`config.mk`:
```
export PLATFORM = sky130hd
export DESIGN_NAME = key_event
export DESIGN_NICKNAME = d
export VERILOG_FILES = /design/src/rtl/key_event.sv
export SDC_FILE = /design/constraint.sdc
export NUM_CORES = 1
export LEC_CHECK = 0
export BUFFER_PORTS_ARGS = -buffer_cell sky130_fd_sc_hd__buf_2
export CAP_MARGIN = 20
export CORE_MARGIN = 10
export CORE_UTILIZATION = 53
export DETAILED_ROUTE_END_ITERATION = 6
export PLACE_DENSITY = 0.79
export SLEW_MARGIN = 20
export SYNTH_ARGS = -nofsm -noshare
export SYNTH_HDL_FRONTEND = slang
export SYNTH_SLANG_ARGS = --single-unit
```
`constraint.sdc`:
```
create_clock -name clk -period 1.9 [get_ports clk]
set_clock_uncertainty 0.2 [all_clocks]
set_input_delay 0.38 -clock clk [delete_from_list [all_inputs] [get_ports clk]]
set_output_delay 0.38 -clock clk [all_outputs]
set_load 0.05 [all_outputs]
```
`src/rtl/key_event.sv`:
```
// Key event decoder: turns a debounced active-low key level into press, short,
// long, auto-repeat and release pulses. Define KEY_REPEAT_EN to enable auto-repeat.
module key_event #(
  parameter int unsigned T_LONG   = 50_000_000,
  parameter int unsigned T_REPEAT = 10_000_000
) (
  input  logic clk,
  input  logic rst,
  input  logic key_wave,
  output logic press_pulse,
  output logic short_pulse,
  output logic long_pulse,
  output logic repeat_pulse,
  output logic release_pulse,
  output logic long_active
);

  // state   | meaning
  // S_IDLE  | key released, waiting for a falling edge
  // S_PRESS | key held, timing toward a long press
  // S_HOLD  | long press reached, auto-repeating while held
  typedef enum logic [2:0] {
    S_IDLE  = 3'b001,
    S_PRESS = 3'b010,
    S_HOLD  = 3'b100
  } state_t;

  localparam logic [25:0] LONG_TC = 26'(T_LONG - 1);
`ifdef KEY_REPEAT_EN
  localparam logic [25:0] REP_TC = 26'(T_REPEAT - 1);
`endif

  state_t      state, state_nxt;
  logic        key_d;
  logic        fall;
  logic [25:0] cnt, cnt_nxt;
  logic        press_nxt, short_nxt, long_nxt, repeat_nxt, release_nxt;

  // key_d resets to 0 so a key held through reset never looks like a new press
  assign fall = key_d & ~key_wave;

  always_comb begin
    state_nxt   = state;
    cnt_nxt     = cnt;
    press_nxt   = 1'b0;
    short_nxt   = 1'b0;
    long_nxt    = 1'b0;
    repeat_nxt  = 1'b0;
    release_nxt = 1'b0;
    case (state)
      S_IDLE: begin
        cnt_nxt = '0;
        if (fall) begin
          state_nxt = S_PRESS;
          press_nxt = 1'b1;
        end
      end
      S_PRESS: begin
        if (key_wave) begin
          state_nxt   = S_IDLE;
          cnt_nxt     = '0;
          short_nxt   = 1'b1;
          release_nxt = 1'b1;
        end else if (cnt == LONG_TC) begin
          state_nxt = S_HOLD;
          cnt_nxt   = '0;
          long_nxt  = 1'b1;
        end else begin
          cnt_nxt = cnt + 26'd1;
        end
      end
      S_HOLD: begin
        if (key_wave) begin
          state_nxt   = S_IDLE;
          cnt_nxt     = '0;
          release_nxt = 1'b1;
        end else begin
`ifdef KEY_REPEAT_EN
          if (cnt == REP_TC) begin
            cnt_nxt    = '0;
            repeat_nxt = 1'b1;
          end else begin
            cnt_nxt = cnt + 26'd1;
          end
`else
          cnt_nxt = '0;
`endif
        end
      end
      default: begin
        state_nxt = S_IDLE;
        cnt_nxt   = '0;
      end
    endcase
  end

  always_ff @(posedge clk) begin
    if (rst) begin
      state         <= S_IDLE;
      key_d         <= 1'b0;
      cnt           <= '0;
      press_pulse   <= 1'b0;
      short_pulse   <= 1'b0;
      long_pulse    <= 1'b0;
      repeat_pulse  <= 1'b0;
      release_pulse <= 1'b0;
    end else begin
      state         <= state_nxt;
      key_d         <= key_wave;
      cnt           <= cnt_nxt;
      press_pulse   <= press_nxt;
      short_pulse   <= short_nxt;
      long_pulse    <= long_nxt;
      repeat_pulse  <= repeat_nxt;
      release_pulse <= release_nxt;
    end
  end

  assign long_active = (state == S_HOLD);

endmodule

```
==> results by stage <==
Min path:
- The class of the worst hold path is in -> reg.
- The cell depth of the worst hold path is 2.
- The origin of the worst min-delay path is rst.
- The sink of the worst hold path is state[1].

Global routing:
- The largest net degree at the start of global routing is 26.
- The remaining global-route overflow is 0.
- The first-pass GRT wire length is 6180 um.
- The global router's overall resource usage is ~14%.
- The number of global-route vias before repair is 1399.
- The initial antenna violation count was 0.

Final layout:
- The utilization of the core after routing is 73.4%.
- The area growth from synthesis to final layout is 30.5%.
- Cells with a size suffix above 1 make up 38.1% of the layout.
- The number of antenna diodes in the final layout is 0.
- With fillers left out, the area of the finished cells amounts to 0.00204 mm^2.
- For this run, the post-layout net count is 219.
- After the flow finishes, the layout carries non-filler instances totaling 246.

Timing:
- Derived from the worst setup path, the maximum achievable clock frequency is 514 MHz.
- The final setup violation count is 5.
- After layout, the minimum clock period comes to roughly 1.9 ns.
- Across all setup checks in the final design, the least slack found is -0.0441 ns.
- Setup repair after global routing could not meet its margin everywhere.
- The count of endpoints failing hold in the final timing report is 0.
- The number of max-slew violations in the final report is 0.
- The period utilization is 102%.

Logic synthesis:
- The post-synth design cell area is 0.00156 mm^2.
- The library cell with the largest summed area after synthesis is sky130_fd_sc_hd__dfxtp_1.
- The synthesized area divided by synthesized cell count is a little under 9 um^2.
- In the synthesized netlist, the cells that appear most often are sky130_fd_sc_hd__dfxtp_1 (34), sky130_fd_sc_hd__nor2_1 (20), sky130_fd_sc_hd__a21oi_1 (12).
- By area the synthesized netlist is led by sky130_fd_sc_hd__dfxtp_1 (44%), sky130_fd_sc_hd__xnor2_1 (5.6%), sky130_fd_sc_hd__nor2_1 (4.8%), sky130_fd_sc_hd__a21oi_1 (3.8%), sky130_fd_sc_hd__o21ai_0 (3.2%).
- The register bit total from synthesis is 34.
- In the synthesized netlist the async set-or-reset flop fraction comes to 0%.
- The gate count of the mapped netlist is between 150 and 200.
- During synthesis, Yosys emitted a total of 0 warnings.
- The top cell type's share of synthesized area is 43.5%.
- The library cell with the highest instance count after synthesis is sky130_fd_sc_hd__dfxtp_1.
- When the netlist entered floorplanning its net count stood at between 150 and 200.
- The share of the yosys chip area belonging to registers is 43.5%.
- For this run, the leading register cell type out of synthesis is sky130_fd_sc_hd__dfxtp_1.
- Yosys mapped the design onto 39 distinct sky130hd cell types.
- Counting flops with a built-in enable in the synthesized netlist gives 0.

Power:
- The worst-case IR drop observed on VDD is 634 uV.
- The leakage power of the design is between 0.0006 and 0.0007 uW.
- Dividing total power by cell area gives a power density of 644 mW/mm^2.

Critical path:
- The number of cell instances on the worst register-to-register path is 4.
- The worst reg-to-reg setup slack is -0.04 ns.
- The worst flop-to-flop path endpoint is cnt[25].
- The startpoint of the most critical register-to-register path is cnt[4].
- The class of the most critical setup path is reg -> reg.
- The startpoint type of the worst setup path is a register.
- The required time reported for the critical path endpoint is 1.99 ns.
- STA puts the critical path data arrival time at 2.03 ns.
- The worst setup path is captured at a register.
- In this run the worst path has a maximum fanout of 6.

Clock tree:
- The clock input transition at the sequential cells of the worst setup and hold paths is approximately 0.10 ns.
- CTS saw 34 sinks.
- The library cell used as clock root buffer is sky130_fd_sc_hd__clkbuf_4.
- Buffers inserted to repair hold after CTS numbered 0.
- The maximum buffer depth of the clock tree is 2.
- The CTS tree is built.
- Clock latency on the worst-skew pair, taken at its later pin, is 0.35 ns.
- The CTS buffer count is 5.
- The depth of the CTS H-tree is 2.

Place:
- The final weighted congestion in routability-driven placement is 0.845.
- Including well taps, the total number of placed cells is ~240.
- The count of input and output buffers is 7.
- The pre-CTS setup slack is -0.0134 ns.
- The HPWL after detailed placement is 2510 um.
- The total cell area at the placement stage is 0.00183 mm^2.

Drt:
- For this run, design rule violations remaining after detail routing come to 0.
- The routed wire length is 3870 um.
- The first detailed-routing pass ran for 4 iterations.
- The routed length per instance is 15.7 um.
- In the routed layout, each cell is associated on average with a via count of 5.79.
- The detail route stage leaves a number of antenna-violating nets equal to 0.
- In this run, the number of DRC markers left after iteration 0 of detailed routing was ~110.
- The vias after detailed routing is 1425.

Floorplan:
- The chip height is 74.3 um.
- The area of the core is 0.00278 mm^2.
- The top-level I/O count is 9.
- The initial utilization of the core area, before any placement, comes to 56.2%.
- The floorplan die area is 0.00552 mm^2.
- The die is 74.3 um wide.
- The number of rows created at floorplan is 19.

Status:
- The checks that failed: negative setup slack.
- The flow ran to the end, but the final reports show violations.

Flow run:
- The tool flagged a number of max-cap violations equal to 0.
==> worst max-delay path, stage by stage (launching register included) <==
cell                      delay [ns]
sky130_fd_sc_hd__dfxtp_2        0.37
sky130_fd_sc_hd__nand3_4        0.13
sky130_fd_sc_hd__or4_4          0.58
sky130_fd_sc_hd__or3_2          0.48
sky130_fd_sc_hd__a21oi_2        0.13
==> registers in the layout, indices dropped and copies added, names as in the netlist <==
| name | flops |
|---|---|
| cnt | 26 |
| release_pulse | 1 |
| key_d | 1 |
| press_pulse | 1 |
| short_pulse | 1 |
| state | 3 |
| long_pulse | 1 |
==> how the worst max path moves through the flow <==
stage                 start  endpoint  slack, ns
finish               cnt[4]   cnt[25]      -0.04
global route         cnt[4]   cnt[25]      -0.09
detailed placement   cnt[9]   cnt[21]      -0.01
CTS                  cnt[1]   cnt[20]      -0.02
floorplan            cnt[2]   cnt[19]      0.006
global placement    cnt[10]   cnt[23]       0.03
==> routing by layer <==
layer | wire, um | part of all wire [%] | vias to the layer above | global-route usage [%]
met5 | 0 | 0 | - | 0
met4 | 59 | 1.5 | 0 | 6.10
met3 | 159 | 4.1 | 4 | 5.32
met1 | 1700 | 44 | 680 | 15.9
li1 | - | - | 717 | -
met2 | 1950 | 50 | 24 | 23.7
==> placed cells by master (no fill, tap or decap), drive strengths merged, types with 2 or more instances in the layout <==
cell     n
nand2b   3
nor4     2
or4      8
nor3     7
clkbuf   6
nand2   11
o21ai   10
or3      9
o31ai    3
a21oi   13
xor2     2
nand4    6
nor2    20
dfxtp   34
nor4b    3
inv      8
xnor2   10
and4     2
nand3    8
and3     3
buf     34
==> power by group <==
group | switching, uW | internal, uW
Sequential | 3.81 | 713
Clock | 252 | 306
Combinational | 24.5 | 14.2
==> logic make-up (layout without fill, tap and decap cells) <==
logic type	count (synthesis)	after routing	synth area share [%]
adder cells (fa/ha/maj)	1	1	0.800
AO/OA/AOI/OAI	33	33	13.0
buffers and inverters	15	49	5.28
flip-flops	34	34	43.5
other	1	1	0.240
AND/OR/NAND/NOR	83	85	30.4
XOR/XNOR	12	12	6.72
==> through the flow <==
stage,hold WS [ns],setup TNS [ns],total power [uW]
after floorplan,0.223,0,765
after CTS,0.00943,-0.0452,1310
after global placement,0.239,0,772
after detailed placement,0.243,-0.0320,775
after global routing,0.0172,-0.453,1350
final,0.0164,-0.108,1310
==> final cells by class <==
cell class / count / area (um^2)
Clock buffer: 6 / 51.3
Timing Repair Buffer: 34 / 256
Clock inverter: 1 / 30.0
Sequential cell: 34 / 704
Inverter: 8 / 30.0
Tap cell: 31 / 38.8
Fill cell: 205 / 741
Multi-Input combinational cell: 132 / 930
==> what timing repair did <==
item	in CTS	in global routing
gates cloned	0	2
endpoints found under the hold margin	0	0
endpoints found under the setup margin	18	29
gates resized for setup	6	23
pin swaps	5	3
setup buffers	0	1
Note: power is estimated with default switching activity, not from simulation.
